[src/rtl/axis_adder_sink.sv]
// rtl/axis_adder_sink.sv - AXI-Stream sink that sums operand beats and reports a per-transaction result
//
// Purpose:
//   Accepts the client's operand stream, accumulates the low DATA_WIDTH bits
//   of every accepted beat, and on the tlast beat presents sum, beat count and
//   overflow on a valid/ready result port. The sink stalls (tready low) until
//   the result is taken, then starts the next transaction from zero.
//
// Optional feature (macro ADDER_SRC_FILTER_EN):
//   Beats whose tuser differs from EXPECTED_SRC are accepted but discarded;
//   they are counted on the extra output dropped_count.
//
// Ports:
//   clk, rst                          clock, synchronous active-high reset
//   axis_adder_interface_tvalid/tready beat handshake
//   axis_adder_interface_tlast        last beat of a transaction
//   axis_adder_interface_tdest        unused
//   axis_adder_interface_tuser        source address (filter only)
//   axis_adder_interface_tdata        payload, low DATA_WIDTH bits used
//   result_valid/result_ready         result handshake
//   result_sum, result_count          transaction sum and accepted beat count
//   result_overflow                   accumulator carried out during transaction
//   dropped_count                     discarded beats (ADDER_SRC_FILTER_EN only)

module axis_adder_sink #(
    parameter int AXIS_DATAW   = 512,
    parameter int AXIS_DESTW   = 5,
    parameter int AXIS_USERW   = 5,
    parameter int DATA_WIDTH   = 64,
    parameter int ACC_WIDTH    = 72,
    parameter int EXPECTED_SRC = 3
) (
    input  logic                  clk,
    input  logic                  rst,
    input  logic                  axis_adder_interface_tvalid,
    input  logic                  axis_adder_interface_tlast,
    input  logic [AXIS_DESTW-1:0] axis_adder_interface_tdest,
    input  logic [AXIS_USERW-1:0] axis_adder_interface_tuser,
    input  logic [AXIS_DATAW-1:0] axis_adder_interface_tdata,
    output logic                  axis_adder_interface_tready,
    output logic                  result_valid,
    input  logic                  result_ready,
    output logic [ACC_WIDTH-1:0]  result_sum,
    output logic [15:0]           result_count,
    output logic                  result_overflow
`ifdef ADDER_SRC_FILTER_EN
    ,
    output logic [15:0]           dropped_count
`endif
);

    typedef enum logic {
        S_ACCUM  = 1'b0,
        S_RESULT = 1'b1
    } state_t;

    state_t                r_state;
    state_t                w_next_state;

    logic [ACC_WIDTH-1:0]  r_acc;
    logic [15:0]           r_count;
    logic                  r_overflow;
    logic [ACC_WIDTH-1:0]  r_result_sum;
    logic [15:0]           r_result_count;
    logic                  r_result_overflow;

    logic                  w_tready;
    logic                  w_beat;
    logic                  w_keep;
    logic                  w_take;
    logic [ACC_WIDTH-1:0]  w_operand;
    logic [ACC_WIDTH:0]    w_sum_ext;
    logic [15:0]           w_count_inc;

    // Inputs that carry no information for this stage.
    logic                  w_unused_bits;
    assign w_unused_bits = ^{axis_adder_interface_tdest,
                             axis_adder_interface_tdata[AXIS_DATAW-1:DATA_WIDTH],
                             axis_adder_interface_tuser};

    assign w_beat    = axis_adder_interface_tvalid && w_tready;
    assign w_operand = ACC_WIDTH'(axis_adder_interface_tdata[DATA_WIDTH-1:0]);
    assign w_sum_ext = {1'b0, r_acc} + {1'b0, w_operand};
    assign w_count_inc = (r_count == 16'hFFFF) ? r_count : r_count + 16'd1;

`ifdef ADDER_SRC_FILTER_EN
    logic [15:0] r_dropped;
    assign w_keep        = (axis_adder_interface_tuser == AXIS_USERW'(EXPECTED_SRC));
    assign dropped_count = r_dropped;

    always_ff @(posedge clk) begin
        if (rst) begin
            r_dropped <= 16'd0;
        end else if (w_beat && !w_keep && (r_dropped != 16'hFFFF)) begin
            r_dropped <= r_dropped + 16'd1;
        end
    end
`else
    assign w_keep = 1'b1;
`endif

    // A beat contributes to the transaction only when it passes the filter.
    assign w_take = w_beat && w_keep;

    // State register
    always_ff @(posedge clk) begin
        if (rst) begin
            r_state <= S_ACCUM;
        end else begin
            r_state <= w_next_state;
        end
    end

    // Next-state logic
    always_comb begin
        w_next_state = r_state;
        case (r_state)
            S_ACCUM:  if (w_take && axis_adder_interface_tlast) w_next_state = S_RESULT;
            S_RESULT: if (result_ready)                         w_next_state = S_ACCUM;
            default:  w_next_state = S_ACCUM;
        endcase
    end

    // Output logic
    always_comb begin
        w_tready     = 1'b0;
        result_valid = 1'b0;
        case (r_state)
            S_ACCUM:  w_tready     = ~rst;
            S_RESULT: result_valid = 1'b1;
            default: begin
                w_tready     = 1'b0;
                result_valid = 1'b0;
            end
        endcase
    end

    // Accumulator and result registers; the last beat folds straight into the
    // result so the accumulator is already clear for the next transaction.
    always_ff @(posedge clk) begin
        if (rst) begin
            r_acc             <= '0;
            r_count           <= 16'd0;
            r_overflow        <= 1'b0;
            r_result_sum      <= '0;
            r_result_count    <= 16'd0;
            r_result_overflow <= 1'b0;
        end else if (w_take) begin
            if (axis_adder_interface_tlast) begin
                r_result_sum      <= w_sum_ext[ACC_WIDTH-1:0];
                r_result_count    <= w_count_inc;
                r_result_overflow <= r_overflow | w_sum_ext[ACC_WIDTH];
                r_acc             <= '0;
                r_count           <= 16'd0;
                r_overflow        <= 1'b0;
            end else begin
                r_acc      <= w_sum_ext[ACC_WIDTH-1:0];
                r_count    <= w_count_inc;
                r_overflow <= r_overflow | w_sum_ext[ACC_WIDTH];
            end
        end
    end

    assign axis_adder_interface_tready = w_tready;
    assign result_sum                  = r_result_sum;
    assign result_count                = r_result_count;
    assign result_overflow             = r_result_overflow;

endmodule

[config.mk]
export PLATFORM = sky130hd
export DESIGN_NAME = axis_adder_sink
export DESIGN_NICKNAME = d
export VERILOG_FILES = /design/src/rtl/axis_adder_sink.sv
export SDC_FILE = /design/constraint.sdc
export NUM_CORES = 1
export LEC_CHECK = 0
export ABC_AREA = 0
export CORE_AREA = 2 2 237 239
export CTS_CLUSTER_DIAMETER = 50
export DETAILED_ROUTE_END_ITERATION = 10
export DIE_AREA = 0 0 239 241
export SETUP_SLACK_MARGIN = 0.4
export SYNTH_ARGS = -nofsm -noshare
export SYNTH_HDL_FRONTEND = slang
export SYNTH_SLANG_ARGS = --single-unit
[constraint.sdc]
create_clock -name clk -period 5.33 [get_ports clk]
set_input_delay 1.3325 -clock clk [delete_from_list [all_inputs] [get_ports clk]]
set_output_delay 1.3325 -clock clk [all_outputs]
set_load 0.03 [all_outputs]
==> impl_metrics.tcl <==
set metrics [dict create \
    hpwl_um 29300 \
    gr-usage-met2_pct 20.3 \
    start_util_pct 19.2 \
    ys_top_cells_by_area "dfxtp_1 (34%), ha_1 (7.7%), nand2_1 (6.7%)" \
    finalCriticalPeriod_ns 4.72 \
    rsz0062_at_grt "no" \
    tightest_slew_ns 1.04 \
    clk_pin_slew_ns 0.08 \
    wl_per_cell_um 18.0 \
    antenna_found_initial 5 \
    synth_top_family_by_area "compound AO/OA/AOI/OAI gates" \
    ir_drop_mv 0.168 \
    reg2reg_depth 14 \
    yosysTopAreaCellShare_pct 33.9 \
    synthCells 1342 \
    drive_gt1_share_pct 5.40 \
    via_count 10342 \
    ys.flop_type "dfxtp_1" \
    synthSimpleGateAreaFrac_pct 21.4 \
    cts_max_level 4 \
    avgSynthCellArea_um2 7.87 \
    grt_util_met3_pct 4.62 \
    rrSetupSlack_ns 1.66 \
    hold_depth 2 \
    grt.busiest_layer "met2" \
    synth_xor_area_share_pct 6.14 \
    yosys.area.top_type "dfxtp_1" \
    netlist_area_mm2 0.0106 \
    vias_per_cell 4.77 \
    drt-initial-drc-count 723 \
    max_slew_margin_pct 30.5 \
    postCtsSetupRepairBufs 0 \
    globalplace.congestion 0.903 \
    numCtsBuffers 17 \
    rows 86 \
    min_to "r_overflow" \
    first_global_vias 9993 \
    wl_um 39000 \
    r2r_end "r_acc[40]" \
    cp-end-kind "flip-flop" \
    hold_viol 0 \
    insertion_delay_ns 0.45 \
    synthTopCellsByCount "nand2_1 (189), dfxtp_1 (179), a21oi_1 (109), nor2_1 (107), o21ai_0 (95)" \
    ys_ff_latch 179 \
    stdcell_area_mm2 0.0135 \
    synth_compound_area_share_pct 26.3 \
    critPathMaxFanout 4 \
    outcome "finished, final reports clean" \
    yosysSeqAreaShare_pct 33.9 \
    drc 0 \
    die_h_um 241 \
    cp.arrival_ns 5.11 \
    die_width_um 239 \
    placed_area_mm2 0.0129 \
    yosys_warnings 0 \
    global_route.usage.met1_pct 17.1 \
    clock_sinks 179 \
    postRouteAntennaNets 0 \
    post-route-period-util_pct 88.5 \
    first_pass_iters 5 \
    cts-root-buf "clkbuf_16" \
    area_growth_pct 27.5 \
    cts_tree "built" \
    portBuffers 159 \
    synthMuxAreaShare_pct 0.486 \
    final_nets 2044 \
    setup-tns-final_ns 0 \
    leakage_uw 0.00516 \
    pin_count 618 \
    yosys.cell_types.count 78 \
    syn_nets 1935 \
    fmax_ghz 0.212 \
    grt_max_degree 56 \
    hp-class "flip-flop to flip-flop" \
    synth_edf_count 0 \
    timing.max_cap.violations 0 \
    required_ns 5.73 \
    powerDensity_mw_per_mm2 271 \
    synthMostInstantiatedCell "nand2_1" \
    core_mm2 0.0549 \
    die_area_mm2 0.0576 \
    finClkSkew_ns 0.0112 \
    async_flop_share_pct 0 \
    grt.overflow.total 0 \
    hold_start "r_overflow" \
    start_kind "input pin" \
    finalSetupViolCount 0 \
    final_max_slew_viol_count 0 \
    clk_path_buf_depth 2 \
    track_usage_pct 13.3 \
    grt_first_pass_wirelength_um 59000 \
    criticalPathCategory "input pin to flip-flop" \
    synth_fa_ha_area_share_pct 7.89 \
    ctsHoldBuffers 0 \
    reg2reg_from "r_acc[0]" \
    cts_resized 0 \
]
-- cell type report --
cell class / instances / area, µm²
diodes: 3 / 7.51
well taps: 704 / 881
repair buffers: 175 / 1720
fillers: 5997 / 41400
flip-flops and latches: 179 / 3580
clock inverters: 14 / 165
inverters: 22 / 82.6
clock buffers: 17 / 425
multi-input cells: 1056 / 6600
-- logic make-up after synthesis --
logic type / count (synthesis)
flip-flops: 179
multiplexers: 5
XOR/XNOR: 74
AO/OA/AOI/OAI: 416
AND/OR/NAND/NOR: 495
adder cells (fa/ha/maj): 66
buffers and inverters: 107
-- cells in the final DEF, fill, tap and decap left out, types with 30 or more instances in the layout --
master	instances
nand2_1	188
dfxtp_1	179
clkdlybuf4s50_1	158
a21oi_1	109
nor2_1	105
o21ai_0	95
nand3_1	72
ha_1	65
xnor2_1	41
a22oi_1	35
xor2_1	33
nor3_1	30
-- state kept, by name, summed over array words and instances, names as in the netlist --
signal and count:
r_overflow 1, result_sum 72, result_count 16, r_count 16
result_overflow 1, r_acc 72, r_state 1
-- metrics by stage --
stage	std cells	hold WS, ns	total power [µW]	utilization, %	worst slack, ns
floorplan	1342	0.427	2040	-	1.22
global placement	2136	0.436	2360	23.4	0.215
detailed placement	2136	0.443	2370	23.4	0.200
CTS	2167	0.455	3680	24.5	0.679
global route	2167	0.473	3820	24.5	0.473
finish	2170	0.454	3650	24.5	0.612
-- per-layer routing --
layer  wire [µm]  vias up
met1       17600     4869
met4        1100        4
met5          27        -
li1            -     5076
met2       16800      329
met3        3510       64
-- worst max-delay path, cell delays in order --
cell and delay [ns]:
clkdlybuf4s50_1 0.49, ha_1 0.20, inv_1 0.06, fa_1 0.39, and2b_1 0.26, o211ai_2 0.14, a2111oi_4 0.40, o21a_2 0.24
a21oi_2 0.12, o21ai_4 0.26, buf_4 0.16, nor2b_1 0.24, a31oi_1 0.14, xnor2_1 0.46, a22o_1 0.20
-- report_power, final --
group | switching (µW) | internal, µW
clock network | 638 | 668
logic | 557 | 333
registers | 49.1 | 1410
total | 1240 | 2410
-- worst max path at each step --
stage | startpoint | to | slack, ns | cells after the start
2_1_floorplan | axis_adder_interface_tdata[0] | r_acc[56] | 1.22 | 13
6_report | axis_adder_interface_tdata[0] | r_acc[40] | 0.61 | 15
4_1_cts | axis_adder_interface_tdata[0] | r_acc[68] | 0.68 | 15
3_3_place_gp | axis_adder_interface_tdata[0] | r_acc[54] | 0.22 | 14
5_1_grt | axis_adder_interface_tdata[0] | result_sum[66] | 0.47 | 15
3_5_place_dp | axis_adder_interface_tdata[0] | r_acc[54] | 0.20 | 14
No activity file was read; power rests on OpenSTA's default activity.
